<file path="config.mk">
export PLATFORM = sky130hd
export DESIGN_NAME = network_packet_assembler_flat
export DESIGN_NICKNAME = d
export VERILOG_FILES = /design/src/rtl/network_packet_assembler_if.sv /design/src/rtl/network_packet_assembler.sv /design/src/flat_wrapper.sv
export SDC_FILE = /design/constraint.sdc
export NUM_CORES = 1
export LEC_CHECK = 0
export CAP_MARGIN = 5
export CORE_MARGIN = 8
export CORE_UTILIZATION = 40
export CTS_BUF_LIST = sky130_fd_sc_hd__clkbuf_4 sky130_fd_sc_hd__clkbuf_8
export CTS_CLUSTER_SIZE = 40
export DETAILED_ROUTE_END_ITERATION = 6
export MAX_ROUTING_LAYER = met4
export PLACE_DENSITY = 0.79
export SLEW_MARGIN = 5
export SYNTH_ARGS = -nofsm -noshare
export SYNTH_HDL_FRONTEND = slang
export SYNTH_SLANG_ARGS = --single-unit
</file>
<file path="constraint.sdc">
create_clock -name clk_i -period 2.4 [get_ports clk_i]
set_input_delay 0.6 -clock clk_i [delete_from_list [all_inputs] [get_ports clk_i]]
set_output_delay 0.6 -clock clk_i [all_outputs]
set_load 0.05 [all_outputs]
</file>
<file path="src/rtl/network_packet_assembler_if.sv">
// -----------------------------------------------------------------------------
// network_packet_assembler_if
//
// Purpose : Bundles the flit-side and packet-side signals of the packet
//           assembler. Signal names follow the assembler's point of view
//           (_i = driven into the assembler, _o = driven by it).
//
// Signals :
//   valid_i / ready_o / data_i      packed flit stream from the network ejector
//   packet_valid_o / packet_ready_i packet handshake towards the sink
//   packet_data_o                   flit k in bits [k*W +: W], header in slot 0
//   packet_num_flits_o              number of valid flits in the packet
//   packet_broadcast_o              broadcast field of the header
//   packet_virtual_network_id_o     virtual network of the header
//   error_o                         one-cycle protocol-error pulse
//
// Modports:
//   slave  - the assembler
//   master - the environment (ejector + sink)
// -----------------------------------------------------------------------------
interface network_packet_assembler_if #(
    parameter int NetworkIfFlitWidth             = 64,
    parameter int NetworkIfFlitTypeWidth         = 2,
    parameter int NetworkIfBroadcastWidth        = 1,
    parameter int NetworkIfVirtualNetworkIdWidth = 2,
    parameter int MaxFlitsPerPacket              = 4
);
    localparam int NetworkIfDataWidth = NetworkIfFlitWidth + NetworkIfFlitTypeWidth
                                      + NetworkIfBroadcastWidth + NetworkIfVirtualNetworkIdWidth;
    localparam int CountWidth         = $clog2(MaxFlitsPerPacket + 1);

    logic                                            valid_i;
    logic                                            ready_o;
    logic [NetworkIfDataWidth-1:0]                   data_i;
    logic                                            packet_valid_o;
    logic                                            packet_ready_i;
    logic [MaxFlitsPerPacket*NetworkIfFlitWidth-1:0] packet_data_o;
    logic [CountWidth-1:0]                           packet_num_flits_o;
    logic [NetworkIfBroadcastWidth-1:0]              packet_broadcast_o;
    logic [NetworkIfVirtualNetworkIdWidth-1:0]       packet_virtual_network_id_o;
    logic                                            error_o;

    modport slave (
        input  valid_i,
        input  data_i,
        input  packet_ready_i,
        output ready_o,
        output packet_valid_o,
        output packet_data_o,
        output packet_num_flits_o,
        output packet_broadcast_o,
        output packet_virtual_network_id_o,
        output error_o
    );

    modport master (
        output valid_i,
        output data_i,
        output packet_ready_i,
        input  ready_o,
        input  packet_valid_o,
        input  packet_data_o,
        input  packet_num_flits_o,
        input  packet_broadcast_o,
        input  packet_virtual_network_id_o,
        input  error_o
    );
endinterface

</file>
<file path="src/rtl/network_packet_assembler.sv">
// -----------------------------------------------------------------------------
// network_packet_assembler
//
// Purpose : Reassembles the flit stream leaving the network ejector into
//           complete packets (header .. tail, at most MaxFlitsPerPacket flits)
//           and presents each packet as one wide word with flit count,
//           broadcast flag and virtual network id. Orphan flits, truncated
//           packets, overlong packets and VN mismatches raise a one-cycle
//           error pulse and the offending flits are discarded.
//
// Ports   :
//   clk_i  - single clock, rising edge
//   rst_i  - synchronous, active-high reset
//   bus    - network_packet_assembler_if.slave (flit input, packet output,
//            error pulse)
// -----------------------------------------------------------------------------
module network_packet_assembler #(
    parameter int NetworkIfFlitWidth             = 64,
    parameter int NetworkIfFlitTypeWidth         = 2,
    parameter int NetworkIfBroadcastWidth        = 1,
    parameter int NetworkIfVirtualNetworkIdWidth = 2,
    parameter int MaxFlitsPerPacket              = 4
) (
    input  logic                          clk_i,
    input  logic                          rst_i,
    network_packet_assembler_if.slave     bus
);
    localparam int CountWidth   = $clog2(MaxFlitsPerPacket + 1);
    localparam int SlotIdxWidth = (MaxFlitsPerPacket > 1) ? $clog2(MaxFlitsPerPacket) : 1;

    localparam int TypeLsb  = NetworkIfFlitWidth;
    localparam int BcastLsb = TypeLsb + NetworkIfFlitTypeWidth;
    localparam int VnLsb    = BcastLsb + NetworkIfBroadcastWidth;

    localparam logic [NetworkIfFlitTypeWidth-1:0] FtHeader     = NetworkIfFlitTypeWidth'(0);
    localparam logic [NetworkIfFlitTypeWidth-1:0] FtTail       = NetworkIfFlitTypeWidth'(2);
    localparam logic [NetworkIfFlitTypeWidth-1:0] FtHeaderTail = NetworkIfFlitTypeWidth'(3);

    localparam logic [CountWidth-1:0] MaxCount = CountWidth'(MaxFlitsPerPacket);

    typedef enum logic [1:0] {
        IDLE,
        COLLECT,
        DROP,
        OUTPUT
    } state_e;

    state_e                                          state_q, state_d;
    logic [CountWidth-1:0]                           count_q, count_d;
    logic [MaxFlitsPerPacket-1:0][NetworkIfFlitWidth-1:0] slots_q, slots_d;
    logic [NetworkIfBroadcastWidth-1:0]              bcast_q, bcast_d;
    logic [NetworkIfVirtualNetworkIdWidth-1:0]       vn_q, vn_d;
    logic                                            error_q, error_d;

    logic [NetworkIfFlitWidth-1:0]                   flit;
    logic [NetworkIfFlitTypeWidth-1:0]               ftype;
    logic [NetworkIfBroadcastWidth-1:0]              flit_bcast;
    logic [NetworkIfVirtualNetworkIdWidth-1:0]       flit_vn;
    logic                                            ready;
    logic                                            accept;
    logic                                            is_head;
    logic                                            restart;
    logic                                            out_valid;

    // Field unpacking of the ejector word (LSB first: flit, type, broadcast, vn).
    assign flit       = bus.data_i[0 +: NetworkIfFlitWidth];
    assign ftype      = bus.data_i[TypeLsb +: NetworkIfFlitTypeWidth];
    assign flit_bcast = bus.data_i[BcastLsb +: NetworkIfBroadcastWidth];
    assign flit_vn    = bus.data_i[VnLsb +: NetworkIfVirtualNetworkIdWidth];

    // Ready is a pure function of state so the ejector never sees a
    // combinational path from its own valid or from the sink's ready.
    assign ready     = (state_q != OUTPUT);
    assign accept    = bus.valid_i && ready;
    assign is_head   = (ftype == FtHeader) || (ftype == FtHeaderTail);
    assign out_valid = (state_q == OUTPUT);

    always_comb begin
        state_d = state_q;
        count_d = count_q;
        slots_d = slots_q;
        bcast_d = bcast_q;
        vn_d    = vn_q;
        error_d = 1'b0;
        restart = 1'b0;

        unique case (state_q)
            IDLE: begin
                if (accept) begin
                    restart = 1'b1;
                end
            end
            COLLECT: begin
                if (accept) begin
                    if (is_head) begin
                        // Truncated packet: drop it and treat the new header
                        // as if it arrived in IDLE.
                        error_d = 1'b1;
                        restart = 1'b1;
                    end else if (flit_vn != vn_q) begin
                        error_d = 1'b1;
                    end else if (count_q < MaxCount) begin
                        slots_d[count_q[SlotIdxWidth-1:0]] = flit;
                        count_d = count_q + CountWidth'(1);
                        if (ftype == FtTail) begin
                            state_d = OUTPUT;
                        end
                    end else begin
                        // Overlong packet: a tail closes it right here, a
                        // payload means the rest must be skipped up to the tail.
                        error_d = 1'b1;
                        count_d = '0;
                        state_d = (ftype == FtTail) ? IDLE : DROP;
                    end
                end
            end
            DROP: begin
                if (accept) begin
                    if (is_head) begin
                        error_d = 1'b1;
                        restart = 1'b1;
                    end else if (ftype == FtTail) begin
                        state_d = IDLE;
                    end
                end
            end
            OUTPUT: begin
                if (bus.packet_ready_i) begin
                    state_d = IDLE;
                    count_d = '0;
                end
            end
            default: begin
                state_d = IDLE;
                count_d = '0;
            end
        endcase

        // Shared "process as in IDLE" path for IDLE, COLLECT and DROP.
        if (restart) begin
            if (is_head) begin
                slots_d    = '0;
                slots_d[0] = flit;
                count_d    = CountWidth'(1);
                bcast_d    = flit_bcast;
                vn_d       = flit_vn;
                state_d    = (ftype == FtHeaderTail) ? OUTPUT : COLLECT;
            end else begin
                error_d = 1'b1;
                count_d = '0;
                state_d = IDLE;
            end
        end
    end

    always_ff @(posedge clk_i) begin
        if (rst_i) begin
            state_q <= IDLE;
            count_q <= '0;
            bcast_q <= '0;
            vn_q    <= '0;
            error_q <= 1'b0;
        end else begin
            state_q <= state_d;
            count_q <= count_d;
            bcast_q <= bcast_d;
            vn_q    <= vn_d;
            error_q <= error_d;
        end
    end

    // Slot storage is pure data; its contents are never visible unless the
    // FSM is in OUTPUT with a matching count, so it needs no reset.
    always_ff @(posedge clk_i) begin
        slots_q <= slots_d;
    end

    // Packet outputs read as zero outside OUTPUT and beyond the flit count.
    always_comb begin
        bus.packet_data_o = '0;
        for (int k = 0; k < MaxFlitsPerPacket; k++) begin
            if (out_valid && (CountWidth'(k) < count_q)) begin
                bus.packet_data_o[k*NetworkIfFlitWidth +: NetworkIfFlitWidth] = slots_q[k];
            end
        end
    end

    assign bus.ready_o                     = ready;
    assign bus.packet_valid_o              = out_valid;
    assign bus.packet_num_flits_o          = out_valid ? count_q : '0;
    assign bus.packet_broadcast_o          = out_valid ? bcast_q : '0;
    assign bus.packet_virtual_network_id_o = out_valid ? vn_q : '0;
    assign bus.error_o                     = error_q;

endmodule

</file>
<file path="src/flat_wrapper.sv">
// flat-port wrapper written by rule: the top's interface ports become plain ports
module network_packet_assembler_flat 
#(
    parameter int NetworkIfFlitWidth             = 64,
    parameter int NetworkIfFlitTypeWidth         = 2,
    parameter int NetworkIfBroadcastWidth        = 1,
    parameter int NetworkIfVirtualNetworkIdWidth = 2,
    parameter int MaxFlitsPerPacket              = 4
)
  (clk_i, rst_i, bus_valid_i, bus_data_i, bus_packet_ready_i, bus_ready_o, bus_packet_valid_o, bus_packet_data_o, bus_packet_num_flits_o, bus_packet_broadcast_o, bus_packet_virtual_network_id_o, bus_error_o);
  network_packet_assembler_if #(.NetworkIfFlitWidth(NetworkIfFlitWidth), .NetworkIfFlitTypeWidth(NetworkIfFlitTypeWidth), .NetworkIfBroadcastWidth(NetworkIfBroadcastWidth), .NetworkIfVirtualNetworkIdWidth(NetworkIfVirtualNetworkIdWidth), .MaxFlitsPerPacket(MaxFlitsPerPacket)) bus_i ();
  input  logic clk_i;
  input  logic rst_i;
  input wire logic [$bits(bus_i.valid_i)-1:0] bus_valid_i;
  input wire logic [$bits(bus_i.data_i)-1:0] bus_data_i;
  input wire logic [$bits(bus_i.packet_ready_i)-1:0] bus_packet_ready_i;
  output wire logic [$bits(bus_i.ready_o)-1:0] bus_ready_o;
  output wire logic [$bits(bus_i.packet_valid_o)-1:0] bus_packet_valid_o;
  output wire logic [$bits(bus_i.packet_data_o)-1:0] bus_packet_data_o;
  output wire logic [$bits(bus_i.packet_num_flits_o)-1:0] bus_packet_num_flits_o;
  output wire logic [$bits(bus_i.packet_broadcast_o)-1:0] bus_packet_broadcast_o;
  output wire logic [$bits(bus_i.packet_virtual_network_id_o)-1:0] bus_packet_virtual_network_id_o;
  output wire logic [$bits(bus_i.error_o)-1:0] bus_error_o;
  assign bus_i.valid_i = bus_valid_i;
  assign bus_i.data_i = bus_data_i;
  assign bus_i.packet_ready_i = bus_packet_ready_i;
  assign bus_ready_o = bus_i.ready_o;
  assign bus_packet_valid_o = bus_i.packet_valid_o;
  assign bus_packet_data_o = bus_i.packet_data_o;
  assign bus_packet_num_flits_o = bus_i.packet_num_flits_o;
  assign bus_packet_broadcast_o = bus_i.packet_broadcast_o;
  assign bus_packet_virtual_network_id_o = bus_i.packet_virtual_network_id_o;
  assign bus_error_o = bus_i.error_o;
  network_packet_assembler #(.NetworkIfFlitWidth(NetworkIfFlitWidth), .NetworkIfFlitTypeWidth(NetworkIfFlitTypeWidth), .NetworkIfBroadcastWidth(NetworkIfBroadcastWidth), .NetworkIfVirtualNetworkIdWidth(NetworkIfVirtualNetworkIdWidth), .MaxFlitsPerPacket(MaxFlitsPerPacket)) u_core (.clk_i(clk_i), .rst_i(rst_i), .bus(bus_i));
endmodule
</file>
==> out/results.ini <==
[run_status]
outcome=complete, but fails checks
failed_checks=negative setup slack

[global_route]
maximum_number_of_pins_on_one_net_before_global_route_repair=121
grt_overflow=0
first_global_vias=12000
wire_length_of_the_first_global_routing_pass_um=70100
globalRouteTotalUtil_pct=27.6
antenna_found_initial=0

[floorplanning]
core_area_mm2=0.0275
start_util_pct=40.3
pin_count=338
fp.dieArea_mm2=0.0332
dieHeight_um=182
row_count=61
floorplan.die.width_um=182

[timing]
tightestPinTransition_ps=550
period_share_pct=119
hold_viol=0
rsz_0062_raised_after_global_routing=yes
relSlewSlack_pct=63.2
holdWs_ps=449
final_max_slew_viol_count=0
finalCriticalPeriod_ps=2870
max_freq_mhz=349
timing.clock.skew_ps=15.9
setup_viol_count_final=245
layout_setup_ws_ps=-466

[place]
gp_congestion=0.891
port-buffer-count=337
place_hpwl_um=29000
count_of_placed_standard_cells_including_taps=1982
post-place-ws_ps=-494

[clocking]
cts_buffers=44
clk_pin_slew_ps=60
cts_root_buf=sky130_fd_sc_hd__clkbuf_8
clock_latency_ps=550
clock_sinks=265
cts_max_path_buffers=3
tritoncts=built
cts_max_level=2

[power_and_ir_drop]
worst_ir_drop_vdd_mv=0.505
design_power_total_mw=12.8
power_per_cell_area_mw_per_mm2=627
leakagePower_nw=8.10

[flow_run]
drv_cap=0

[routing]
post_drt_via_cell_ratio=5.41
drt-initial-drc-count=829
finalWirelength_um=47500
ant_nets=0
first_pass_iters=5
post_drt_wl_per_cell_um=22.6
vias=11400
drc_errors=0

[final_layout]
multiInputGateArea_mm2=0.00618
regArea_mm2=0.00531
finish.net_count=1808
final_cell_count_no_fill=2102
layout.filler_cells=1669
drive_above_1_share_pct=41.2
synthToLayoutAreaGrowth_pct=83.9
antennaDiodeCount=0

[setup_path]
maximum_fanout_count_along_the_critical_path=7
cp.required_ps=1800
critical_path.startpoint_type=flop
critical_path_class=reg2out
worst-endpoint-arrival_ps=2270
setup.worst_path.end_class=primary output

[synthesis]
synth_edf_count=0
synth_commonest_cells=399 x sky130_fd_sc_hd__nand2_1, 265 x sky130_fd_sc_hd__dfxtp_1, 201 x sky130_fd_sc_hd__a21oi_1
postSynth.asyncResetShare_pct=0
ys_seq_elements=265
yosys.area.top_type=sky130_fd_sc_hd__dfxtp_1
synth_top_cell_area_share_pct=48.0
synthFlopType=sky130_fd_sc_hd__dfxtp_1
post_synth_num_cell_types=38
synthesis.yosys.warnings=0
synth-seq-area-share_pct=48.0
postSynthCellCount=1360
synth_fp_nets=1443
netlist_area_mm2=0.0111
synth_most_common_cell=sky130_fd_sc_hd__nand2_1
synthTopCellsByArea=sky130_fd_sc_hd__dfxtp_1 48%, sky130_fd_sc_hd__nand2_1 14%, sky130_fd_sc_hd__a21oi_1 9.1%, sky130_fd_sc_hd__and2_1 7.5%, sky130_fd_sc_hd__mux2_2 6.1%
syn-mean-instance-area_um2=8.13

[worst_hold_path]
min-delay-path-class=reg2reg

-- final timing paths --
kind                             from  cells past startpoint  slack [ps]                      to
setup / recovery    u_core.state_q[1]                      9        -470  bus_packet_data_o[175]
setup reg to reg    u_core.state_q[1]                      8          40      u_core.slots_q[41]
hold / removal    u_core.slots_q[102]                      2         450     u_core.slots_q[102]
hold reg to reg   u_core.slots_q[102]                      2         450     u_core.slots_q[102]
-- through the flow --
stage / TNS, ps / util (%) / cell area (um2)
floorplan: -55170 / - / 11800
global placement: -93300 / 66.7 / 18300
CTS: -70150 / 73.4 / 20200
finish: -76650 / 74.1 / 20300
global route: -102870 / 74.1 / 20300
detailed placement: -108450 / 66.7 / 18300
-- placed cells by master (no fill, tap or decap), drive strengths merged, types with 2 or more instances in the layout --
cell           Yosys  layout
a211oi             4       4
a21oi            202     202
a31oi              2       2
and2             135     135
and3              65      65
buf               30     343
clkbuf            73      68
clkdlybuf4s50      0      73
clkinv             0      13
dfxtp            265     265
ha                10      10
inv                9       9
mux2              64      64
nand2            399     399
nand2b             3       3
nor2               9       9
nor2b             65      65
o21a               2       2
o21ai              5       5
or2                2       2
or3                3       3
xor2               2       2
-- registers in the layout, summed over array words and instances, names as in the netlist --
register and flops:
u_core.bus.error_o 1, u_core.bcast_q 1, u_core.slots_q 256, u_core.vn_q 2
u_core.state_q 2, u_core.count_q 3
-- critical path: stages (launching register included) --
cell                         delay [ps]
sky130_fd_sc_hd__dfxtp_4            360
sky130_fd_sc_hd__ha_4               160
sky130_fd_sc_hd__clkinvlp_4         140
sky130_fd_sc_hd__nor2_4             180
sky130_fd_sc_hd__buf_6              120
sky130_fd_sc_hd__o21a_4             160
sky130_fd_sc_hd__buf_8              160
sky130_fd_sc_hd__buf_12             150
sky130_fd_sc_hd__and2_4             160
sky130_fd_sc_hd__buf_12             130
-- cells by family after synthesis --
family                   count (synthesis)  share of synthesized area [%]
AO/OA/AOI/OAI                          220                           10.3
XOR/XNOR                                 2                          0.158
adder cells (fa/ha/maj)                 10                           1.13
buffers and inverters                  112                           4.12
flip-flops                             265                           48.0
multiplexers                            64                           6.51
AND/OR/NAND/NOR                        687                           29.8
-- layout make-up --
class	instances	share of cell area, %
flip-flops and latches	265	26.1
well taps	346	2.13
multi-input cells	983	30.4
repair buffers	422	36.7
clock inverters	15	0.510
clock buffers	62	3.95
inverters	9	0.184
-- metal layers --
metal / vias to the layer above / wire length, um / track usage, %
met1: 5492 / 17400 / 29.3
met4: 0 / 2090 / 11.2
met2: 600 / 23100 / 47.1
met5: - / 0 / -
li1: 5155 / - / -
met3: 122 / 4820 / 9.13
-- power breakdown --
group	leakage (nW)	switching [mW]	internal (mW)	total, mW
Combinational	5.44	1.46	1.69	3.16
Clock	0.495	1.87	2.27	4.14
Sequential	2.16	0.389	5.08	5.47
-- repair_timing --
action	CTS	global route
resized for setup	143	42
endpoints found under the setup margin	260	441
setup buffers	27	3
pin swaps	42	29
cloned	14	6
hold buffers	0	0
Power figures use the tool's default switching activity.
